### src/rtl/calc_pkg.sv
// +----------------------------------------------------------------------+
// | calc_pkg                                                              |
// | Shared types and constants for the calculator result formatter.       |
// | Rev 1.0 - initial release                                             |
// +----------------------------------------------------------------------+
`default_nettype none

package calc_pkg;

  localparam int CONV_CYCLES = 32;
  localparam int NUM_DIGITS  = 10;

  localparam logic [7:0] ASCII_0     = 8'h30;
  localparam logic [7:0] ASCII_MINUS = 8'h2D;
  localparam logic [7:0] ASCII_CR    = 8'h0D;
  localparam logic [7:0] ASCII_LF    = 8'h0A;

  typedef enum logic [2:0] {
    ST_IDLE  = 3'd0,
    ST_ABS   = 3'd1,
    ST_CONV  = 3'd2,
    ST_SIGN  = 3'd3,
    ST_DIGIT = 3'd4,
    ST_CR    = 3'd5,
    ST_LF    = 3'd6,
    ST_DONE  = 3'd7
  } fmt_state_t;

  // Position of the most significant nonzero BCD digit; 0 when all digits are zero.
  function automatic logic [3:0] msd_index(input logic [4*NUM_DIGITS-1:0] bcd);
    logic [3:0] idx;
    idx = 4'd0;
    for (int i = 0; i < NUM_DIGITS; i++) begin
      if (bcd[4*i +: 4] != 4'd0) idx = 4'(i);
    end
    return idx;
  endfunction

endpackage

`default_nettype wire

### src/rtl/bin2bcd_seq.sv
// +----------------------------------------------------------------------+
// | bin2bcd_seq                                                           |
// | Sequential 32-bit binary to 10-digit BCD converter (double dabble).   |
// | Rev 1.0 - initial release                                             |
// +----------------------------------------------------------------------+
`default_nettype none

module bin2bcd_seq
  import calc_pkg::*;
(
  input  logic                    clk,
  input  logic                    n_rst,
  input  logic                    start,
  input  logic [31:0]             mag,
  output logic [4*NUM_DIGITS-1:0] bcd,
  output logic                    done
);

  logic [4*NUM_DIGITS-1:0] r_bcd;
  logic [31:0]             r_bin;
  logic [5:0]              r_cnt;
  logic                    r_active;
  logic                    r_done;

  logic [4*NUM_DIGITS-1:0] w_src_bcd;
  logic [31:0]             w_src_bin;
  logic [4*NUM_DIGITS+31:0] w_step;

  function automatic logic [4*NUM_DIGITS+31:0] dd_step(
    input logic [4*NUM_DIGITS-1:0] b,
    input logic [31:0]             x
  );
    logic [4*NUM_DIGITS-1:0] adj;
    for (int i = 0; i < NUM_DIGITS; i++) begin
      adj[4*i +: 4] = (b[4*i +: 4] >= 4'd5) ? b[4*i +: 4] + 4'd3 : b[4*i +: 4];
    end
    return {adj, x} << 1;
  endfunction

  // The first iteration runs on the start edge so the result lands after 32 cycles.
  assign w_src_bcd = start ? '0  : r_bcd;
  assign w_src_bin = start ? mag : r_bin;
  assign w_step    = dd_step(w_src_bcd, w_src_bin);

  always_ff @(posedge clk) begin
    if (!n_rst) begin
      r_bcd    <= '0;
      r_bin    <= '0;
      r_cnt    <= '0;
      r_active <= 1'b0;
      r_done   <= 1'b0;
    end else begin
      r_done <= 1'b0;
      if (start) begin
        {r_bcd, r_bin} <= w_step;
        r_cnt          <= 6'd1;
        r_active       <= 1'b1;
      end else if (r_active) begin
        {r_bcd, r_bin} <= w_step;
        r_cnt          <= r_cnt + 6'd1;
        if (r_cnt == 6'(CONV_CYCLES - 1)) begin
          r_active <= 1'b0;
          r_done   <= 1'b1;
        end
      end
    end
  end

  assign bcd  = r_bcd;
  assign done = r_done;

endmodule

`default_nettype wire

### src/rtl/res_formatter.sv
// +----------------------------------------------------------------------+
// | res_formatter                                                         |
// | Formats a 32-bit ALU result as signed decimal ASCII plus CR LF.       |
// | Rev 1.0 - initial release                                             |
// +----------------------------------------------------------------------+
`default_nettype none

module res_formatter
  import calc_pkg::*;
#(
  parameter int EOL_EN = 1
) (
  input  logic        clk,
  input  logic        n_rst,
  input  logic        alu_done,
  input  logic [31:0] calc_res,
  input  logic        tx_ready,
  output logic [7:0]  tx_data,
  output logic        tx_valid,
  output logic        fmt_busy,
  output logic        fmt_done
);

  fmt_state_t r_state;
  fmt_state_t w_next;

  logic [31:0]             r_res;
  logic                    r_neg;
  logic [3:0]              r_idx;

  logic [31:0]             w_mag;
  logic                    w_start;
  logic [4*NUM_DIGITS-1:0] w_bcd;
  logic                    w_conv_done;
  logic                    w_xfer;
  logic [3:0]              w_digit;

  assign w_mag   = r_res[31] ? (~r_res + 32'd1) : r_res;
  assign w_start = (r_state == ST_ABS);
  assign w_xfer  = tx_valid && tx_ready;
  assign w_digit = w_bcd[{r_idx, 2'b00} +: 4];

  bin2bcd_seq u_bin2bcd (
    .clk   (clk),
    .n_rst (n_rst),
    .start (w_start),
    .mag   (w_mag),
    .bcd   (w_bcd),
    .done  (w_conv_done)
  );

  always_ff @(posedge clk) begin
    if (!n_rst) begin
      r_state <= ST_IDLE;
      r_res   <= '0;
      r_neg   <= 1'b0;
      r_idx   <= '0;
    end else begin
      r_state <= w_next;
      if (r_state == ST_IDLE && alu_done) r_res <= calc_res;
      if (r_state == ST_ABS) r_neg <= r_res[31];
      if (r_state == ST_CONV && w_conv_done) r_idx <= msd_index(w_bcd);
      else if (r_state == ST_DIGIT && w_xfer && r_idx != 4'd0) r_idx <= r_idx - 4'd1;
    end
  end

  always_comb begin
    w_next = r_state;
    case (r_state)
      ST_IDLE:  if (alu_done) w_next = ST_ABS;
      ST_ABS:   w_next = ST_CONV;
      ST_CONV:  if (w_conv_done) w_next = r_neg ? ST_SIGN : ST_DIGIT;
      ST_SIGN:  if (w_xfer) w_next = ST_DIGIT;
      ST_DIGIT: if (w_xfer && r_idx == 4'd0) w_next = (EOL_EN != 0) ? ST_CR : ST_DONE;
      ST_CR:    if (w_xfer) w_next = ST_LF;
      ST_LF:    if (w_xfer) w_next = ST_DONE;
      ST_DONE:  w_next = ST_IDLE;
      default:  w_next = ST_IDLE;
    endcase
  end

  // Outputs decode from registered state only, so tx_ready never reaches tx_valid.
  always_comb begin
    tx_data  = 8'h00;
    tx_valid = 1'b0;
    fmt_busy = (r_state != ST_IDLE);
    fmt_done = (r_state == ST_DONE);
    case (r_state)
      ST_SIGN: begin
        tx_valid = 1'b1;
        tx_data  = ASCII_MINUS;
      end
      ST_DIGIT: begin
        tx_valid = 1'b1;
        tx_data  = ASCII_0 + {4'd0, w_digit};
      end
      ST_CR: begin
        tx_valid = 1'b1;
        tx_data  = ASCII_CR;
      end
      ST_LF: begin
        tx_valid = 1'b1;
        tx_data  = ASCII_LF;
      end
      default: ;
    endcase
  end

endmodule

`default_nettype wire

### config.mk
export PLATFORM = sky130hd
export DESIGN_NAME = res_formatter
export DESIGN_NICKNAME = d
export VERILOG_FILES = /design/src/rtl/calc_pkg.sv /design/src/rtl/bin2bcd_seq.sv /design/src/rtl/res_formatter.sv
export SDC_FILE = /design/constraint.sdc
export NUM_CORES = 1
export LEC_CHECK = 0
export CORE_UTILIZATION = 50
export DETAILED_ROUTE_END_ITERATION = 7
export PLACE_DENSITY = 0.76
export SYNTH_ARGS = -nofsm -noshare
export SYNTH_HDL_FRONTEND = slang
export SYNTH_SLANG_ARGS = --single-unit
### constraint.sdc
create_clock -name clk -period 2.43 [get_ports clk]
set_clock_uncertainty 0.2 [all_clocks]
set_input_delay 0.6075 -clock clk [delete_from_list [all_inputs] [get_ports clk]]
set_output_delay 0.6075 -clock clk [all_outputs]
set_load 0.01 [all_outputs]
==> impl_results.md, run 1 <==
- H-tree depth: 4
- Internal power: roughly 5100 uW
- EDFF count, synth: 0
- Max-slew violations: 0
- Max Root-Sink Buffers: 2
- Vias in the first global route: 5846
- Setup TNS: -1.613 ns
- DP Area: 0.007949 sq mm
- Seq pwr share: 33.4%
- Fin area: 0.008706 sq mm
- Synth area leader: dfxtp_1
- Share of cells above drive strength 1: 19.28%
- I/O Pins: 47
- Core box area: 0.01324 sq mm
- WHS: 0.2840 ns
- GRT Total Usage: 24.03%
- Initial core utilization: between 50% and 60%
- Synth-to-layout area growth: 27.76%
- CTS Hold Bufs: 0
- Clk pwr share: 34.9%
- Worst slew pin tran: 0.5889 ns
- GRT Residual Overflow: 0
- Root buffer cell: clkbuf_16
- Required @ worst endpoint: between 1.5 and 2 ns
- Worst Setup End Kind: output port
- Post-Syn Instances: 808
- Synth Flop Type: dfxtp_1
- Final net count: 965
- Post-synth top cells: nand2_1 (138), dfxtp_1 (119), a21oi_1 (44)
- Max-Cap Viols: 0
- Remaining DRCs: 0
- Fill count: 1054
- Synth warnings: 0
- Via count: 6104
- Die width: 118.7 um
- Fin crit period: ~2.9 ns
- Global-route wire length before repair: 27490 um
- Final hold viol count: 0
- Synth top area cells: dfxtp_1 (35%), nand2_1 (7.6%), mux2i_1 (6.3%)
- Peak supply drop: 0.0006059 V
- Initial antenna violation count: 0
- Sequential area share after synthesis: a little over a third
- Final Cycle Share: 118.0%
- Pin count of the biggest net entering global routing: 46
- Power Density: 876.4 mW/mm^2
- Worst setup SP type: flop
- Fin worst setup slack: -0.4377 ns
- Die Span Y: 118.7 um
- Final setup viols: 4
- FFs w/ async S/R, synth: 0%
- Outcome: finished, violations left
- Wire length per cell: 14.72 um
- Cell Area, Synth: 0.006814 sq mm
- CP arrival: 2.06 ns
- Routability cong.: 0.8354
- Top cell type's share of synthesized area: 34.96%
- Max FO, Critical Path: 2
- Syn avg cell area: 8.433 sq um
- Pre-Repair DR Iteration Count: 5
- Most numerous cell in the Yosys netlist: nand2_1
- Gate power share: 31.7%
- Skew-Pair Late Insertion Delay: 0.41 ns
- P_sw: 2527 uW
- Crit Path Category: reg2out
- Total CTS buffers: 17
- Max Freq: about 0.35 GHz
- Switching share of total power: 33.11%
- PortBufs: 44
- Slew Limit Headroom: 60.38%
- RSZ-0062 raised after global routing: true
- Antenna viol nets, final: 0
- Post-synth cell types: between 50 and 60
- Static Leak: 0.003589 uW
- FF+latch count, synth: 119
- Clk slew on worst S/H paths: 0.05 ns
- HPWL Detailed: approximately 11000 um
- Row count: 42
- Hold WC Path Type: reg2reg
- Antenna Cells: 0
- Failing checks: negative setup slack
- Via density: 5.580
- Final wirelength: 16110 um
- Initial DRC count: 388
- Pre-CTS WS: -0.5081 ns
- Sink Count: 119
- CTS tree: done
- DIE AREA: 0.01410 sq mm
-- worst paths after layout --
kind | slack (ns) | end | from | cells after the start
setup / recovery | -0.44 | tx_data[3] | r_idx[0]$_SDFFE_PN0P_ | 7
hold / removal | 0.28 | r_res[31]$_SDFFE_PN0P_ | r_res[31]$_SDFFE_PN0P_ | 2
setup reg to reg | 0.04 | r_state[0]$_SDFFE_PN0P_ | r_idx[0]$_SDFFE_PN0P_ | 8
hold reg to reg | 0.28 | r_res[31]$_SDFFE_PN0P_ | r_res[31]$_SDFFE_PN0P_ | 2
-- through the flow --
step / total power (uW) / instances / util, %
after floorplan: 4154 / 809 / -
after global placement: 4848 / 1057 / 60.02
after detailed placement: 4887 / 1057 / 60.02
after CTS: 7586 / 1092 / 65.32
after global routing: 8024 / 1094 / 65.74
final: 7630 / 1094 / 65.74
-- layer usage --
metal	up-vias	GRT usage (%)	part of all wire, %
li1	3056	-	-
met1	2856	28.59	44
met2	156	41.01	49
met3	36	6.226	4.4
met4	0	9.731	2.5
met5	-	0	0
-- cell usage in the layout, fill, tap and decap left out, drive strengths merged, types with 5 or more instances in the layout --
cell,synthesis,layout
a21boi,40,40
a21o,9,9
a21oi,44,44
buf,9,91
clkbuf,44,20
clkdlybuf4s50,0,34
dfxtp,119,119
ha,24,24
inv,19,19
mux2,9,9
mux2i,43,43
mux4,8,8
nand2,138,138
nand2b,36,36
nand3,24,24
nand4,7,7
nor2,27,27
nor4,10,10
o211a,5,5
o211ai,13,13
o21ai,42,42
o22ai,18,18
o31ai,11,11
o41ai,8,8
or3,8,8
or4,7,7
xnor2,18,18
xor2,34,34
-- cells by family (layout without fill, tap and decap cells) --
kind of cell             Yosys count  count (layout)  share of synthesized area [%]
AND/OR/NAND/NOR                  282             282                          20.24
AO/OA/AOI/OAI                    198             198                          19.11
adder cells (fa/ha/maj)           24              24                          4.407
multiplexers                      60              60                          10.45
flip-flops                       119             119                          34.96
other                              1               2                        0.05503
XOR/XNOR                          52              52                          6.684
buffers and inverters             72             181                          4.095
-- power groups by stage --
stage,clock (uW),sequential [uW],combinational [uW]
after detailed placement,0,2580,2310
after floorplan,0,2430,1720
after CTS,2690,2550,2350
final,2660,2550,2420
after global placement,0,2570,2280
after global routing,2770,2600,2650
-- critical path, cell delays in order (launching register included) --
cell       delay [ns]
dfxtp_2          0.34
mux4_2           0.51
mux2i_1          0.18
nor2_1           0.08
a2111oi_2        0.21
buf_4            0.17
a21oi_2          0.03
buf_2            0.13
-- flip-flops by register name, indices dropped and copies added, names as in the netlist --
register	cells
u_bin2bcd.done	1
r_state	3
r_idx	4
u_bin2bcd.r_cnt	6
r_neg	1
u_bin2bcd.bcd	40
r_res	32
u_bin2bcd.r_active	1
u_bin2bcd.r_bin	31
-- cell type report --
cell class,instances,area (sq um),share of cell area [%]
clock buffers,20,457.9,5.260
multi-input cells,618,4253,48.85
inverters,19,71.32,0.8192
flip-flops and latches,119,2392,27.48
repair buffers,130,1137,13.06
well taps,176,220.2,2.529
clock inverters,12,173.9,1.998
-- what timing repair did --
| item | in CTS | in global routing |
|---|---|---|
| resized for setup | 41 | 14 |
| pin swaps | 5 | 5 |
| setup buffers | 3 | 2 |
| endpoints found under the setup margin | 10 | 24 |
| cloned | 0 | 0 |
(Power assumes the default switching activity.)
==> run 2, diff against run 1 <==
--- a/config.mk
+++ b/config.mk
@@ -5,8 +5,10 @@
 export SDC_FILE = /design/constraint.sdc
 export NUM_CORES = 1
 export LEC_CHECK = 0
+export CORE_MARGIN = 1.5
 export CORE_UTILIZATION = 50
 export DETAILED_ROUTE_END_ITERATION = 7
+export HOLD_SLACK_MARGIN = 0.12
 export PLACE_DENSITY = 0.76
 export SYNTH_ARGS = -nofsm -noshare
 export SYNTH_HDL_FRONTEND = slang
==> constraint.sdc (replaced) <==
create_clock -name clk -period 2.43 [get_ports clk]
set_clock_uncertainty 0.2 [all_clocks]
set_input_delay 0.486 -clock clk [delete_from_list [all_inputs] [get_ports clk]]
set_output_delay 0.486 -clock clk [all_outputs]
set_load 0.01 [all_outputs]
==> impl_results.md, run 2 (synthesis gave the netlist of run 1 again) <==
- GRT Residual Overflow: 0 (unchanged)
- Final Cycle Share: 116.7% (was 118.0%)
- DIE AREA: 0.01434 sq mm (was 0.01410 sq mm)
- Root buffer cell: clkbuf_16 (unchanged)
- Outcome: finished, violations left (unchanged)
- Setup TNS: -1.186 ns (was -1.613 ns)
- PortBufs: 44 (unchanged)
- Total CTS buffers: 17 (unchanged)
- Slowest stage delay, CP: 0.52 ns (was 0.51 ns)
- Initial antenna violation count: 0 (unchanged)
- Met2 Usage GRT: 37.90% (was 41.01%)
- Via density: 5.534 (was 5.580)
- Clk slew on worst S/H paths: 0.06 ns (was 0.05 ns)
- Max-slew violations: 0 (unchanged)
- Worst setup SP type: flop (unchanged)
- Final hold viol count: 0 (unchanged)
- GRT met3 Usage: 5.608% (was 6.226%)
- Final net count: 956 (was 965)
- Remaining DRCs: 0 (unchanged)
- Total power: 7365 uW (was 7630 uW)
- Most frequent cells in the layout: nand2_1 (137), dfxtp_1 (115), buf_4 (65), mux2i_1 (43), a21oi_1 (42) (was nand2_1 (137), dfxtp_1 (113), buf_4 (75), a21oi_1 (42), mux2i_1 (40))
- Busiest metal layer after global routing: met2 (unchanged)
- Via count: 6004 (was 6104)
- Row count: 42 (unchanged)
- Met1 Usage GRT: 27.58% (was 28.59%)
- Max-Cap Viols: 0 (unchanged)
- Crit Path Category: reg2out (unchanged)
- HPWL Detailed: 11030 um (was 11070 um)
- Worst setup path start: r_idx[0]$_SDFFE_PN0P_ (unchanged)
- Routability cong.: 0.8417 (was 0.8354)
- Fin worst setup slack: -0.4055 ns (was -0.4377 ns)
- Sink Count: 119 (unchanged)
- Slowest stage cell on the critical path: mux4_2 (unchanged)
- Required @ worst endpoint: 1.74 ns (was 1.62 ns)
- Initial DRC count: 406 (was 388)
- Slew Limit Headroom: 63.09% (was 60.38%)
- Pin count of the biggest net entering global routing: 70 (was 46)
- Final setup viols: 5 (was 4)
- CP Cell Sequence: mux4_2 > mux2i_1 > nor2_1 > a2111oi_2 > buf_4 > a21oi_2 > buf_2 (unchanged)
- Peak supply drop: 0.0005808 V (was 0.0006059 V)
- CTS tree: done (unchanged)
- Reg2reg start: r_state[0]$_SDFFE_PN0P_ (was r_idx[0]$_SDFFE_PN0P_)
- Share of cells above drive strength 1: 17.93% (was 19.28%)
- Vias in the first global route: 5684 (was 5846)
- Pre-CTS WS: -0.4588 ns (was -0.5081 ns)
- Max FO, Critical Path: 2 (unchanged)
- Antenna Cells: 0 (unchanged)
- Max Freq: 0.3527 GHz (was 0.3487 GHz)
- Initial core utilization: 51.25% (was 51.46%)
- RSZ-0062 raised after global routing: true (unchanged)
- Antenna viol nets, final: 0 (unchanged)
- Fin crit period: 2.836 ns (was 2.868 ns)
- Static Leak: 0.003521 uW (was 0.003589 uW)
- Most common cell after layout, fill and taps aside: nand2_1 (unchanged)
- I/O Pins: 47 (unchanged)
- Synth-to-layout area growth: 26.33% (was 27.76%)
- Fill count: 1071 (was 1054)
- Hold_sp: n_rst (was r_res[31]$_SDFFE_PN0P_)
- Wire length per cell: 14.32 um (was 14.72 um)
- Core box area: 0.01330 sq mm (was 0.01324 sq mm)
- Worst Setup End Kind: output port (unchanged)
- Die Span Y: 119.7 um (was 118.7 um)
- Pre-Repair DR Iteration Count: 7 (was 5)
- Failing checks: negative setup slack (unchanged)
- Max FFs per register: 40 (unchanged)
- Final wirelength: 15530 um (was 16110 um)
- H-tree depth: 4 (unchanged)
- Skew-Pair Late Insertion Delay: 0.43 ns (was 0.41 ns)
- Die width: 119.7 um (was 118.7 um)
- Global-route wire length before repair: 26120 um (was 27490 um)
- Max Root-Sink Buffers: 2 (unchanged)
- Worst slew pin tran: 0.5486 ns (was 0.5889 ns)
- Hold WC Path Type: in2reg (was reg2reg)
- CP arrival: 2.15 ns (was 2.06 ns)
- Power Density: 855.6 mW/mm^2 (was 876.4 mW/mm^2)
- GRT Total Usage: 22.61% (was 24.03%)
==> run 2: changes by cell type in the layout (fill, tap and decap cells not counted), moves of 2 or more <==
cell,change
dfxtp_1,+2
mux2i_2,-3
buf_4,-10
mux2i_1,+3
bufinv_16,-2
dfxtp_2,-3
buf_12,+2
clkbuf_8,+3
clkdlybuf4s50_1,+2
==> run 2: metrics by stage <==
step	std cells	util, %	hold slack [ns]	area [sq um]
after global placement	1046	59.35	0.2794	7891
final	1085	64.75	0.2611	8608
after floorplan	809	-	0.2570	6870
after detailed placement	1046	59.35	0.2831	7891
after CTS	1083	64.44	0.2350	8567
after global routing	1085	64.75	0.2534	8608
==> run 2: path summary, 6_finish.rpt <==
| check | depth (start not counted) | slack, ns | endpoint |
|---|---|---|---|
| setup / recovery | 7 | -0.41 | tx_data[3] |
| hold / removal | 2 | 0.26 | u_bin2bcd.r_bin[14]$_SDFFE_PN0P_ |
| hold reg to reg | 2 | 0.29 | u_bin2bcd.r_bin[1]$_SDFFE_PN0P_ |
| setup reg to reg | 10 | 0.02 | u_bin2bcd.bcd[9]$_SDFFE_PN0P_ |
==> run 2: per-layer routing <==
layer  share of wire (%)  up-vias  wire length (um)
met5                   0        -                 0
met4                 2.3        0               358
met3                 3.9       28               606
met2                  49      130              7591
met1                  45     2814              6978
li1                    -     3032                 -
==> run 2: final cells by class <==
cell class / instances / area (sq um) / area share (%)
clock buffers: 21 / 470.5 / 5.465
clock inverters: 11 / 122.6 / 1.424
inverters: 19 / 73.82 / 0.8576
multi-input cells: 618 / 4222 / 49.04
flip-flops and latches: 119 / 2392 / 27.79
well taps: 176 / 220.2 / 2.558
repair buffers: 121 / 1107 / 12.86
==> run 2: report_power, final <==
group / switching (uW) / total (uW) / internal (uW) / leakage (uW)
combinational: 1280 / 2340 / 1050 / 0.00227
sequential: 298 / 2530 / 2240 / 0.000969
clock: 909 / 2490 / 1590 / 0.000281
total: 2490 / 7370 / 4870 / 0.00352
==> run 2: what timing repair did <==
item                                    in CTS  in global routing
endpoints found under the setup margin       8                 23
pin swaps                                    1                  8
setup buffers                                4                  2
hold buffers                                 0                  0
gates resized for setup                     35                  9
cloned                                       1                  0
==> run 2: critical path, delay by kind of cell, from the launching register on <==
kind                   cells  cell delay, ns
AOI/OAI and AO/OA          2            0.25
and+or+nand+nor            1            0.08
buffers and inverters      2            0.30
DFF                        1            0.36
muxes                      2            0.73
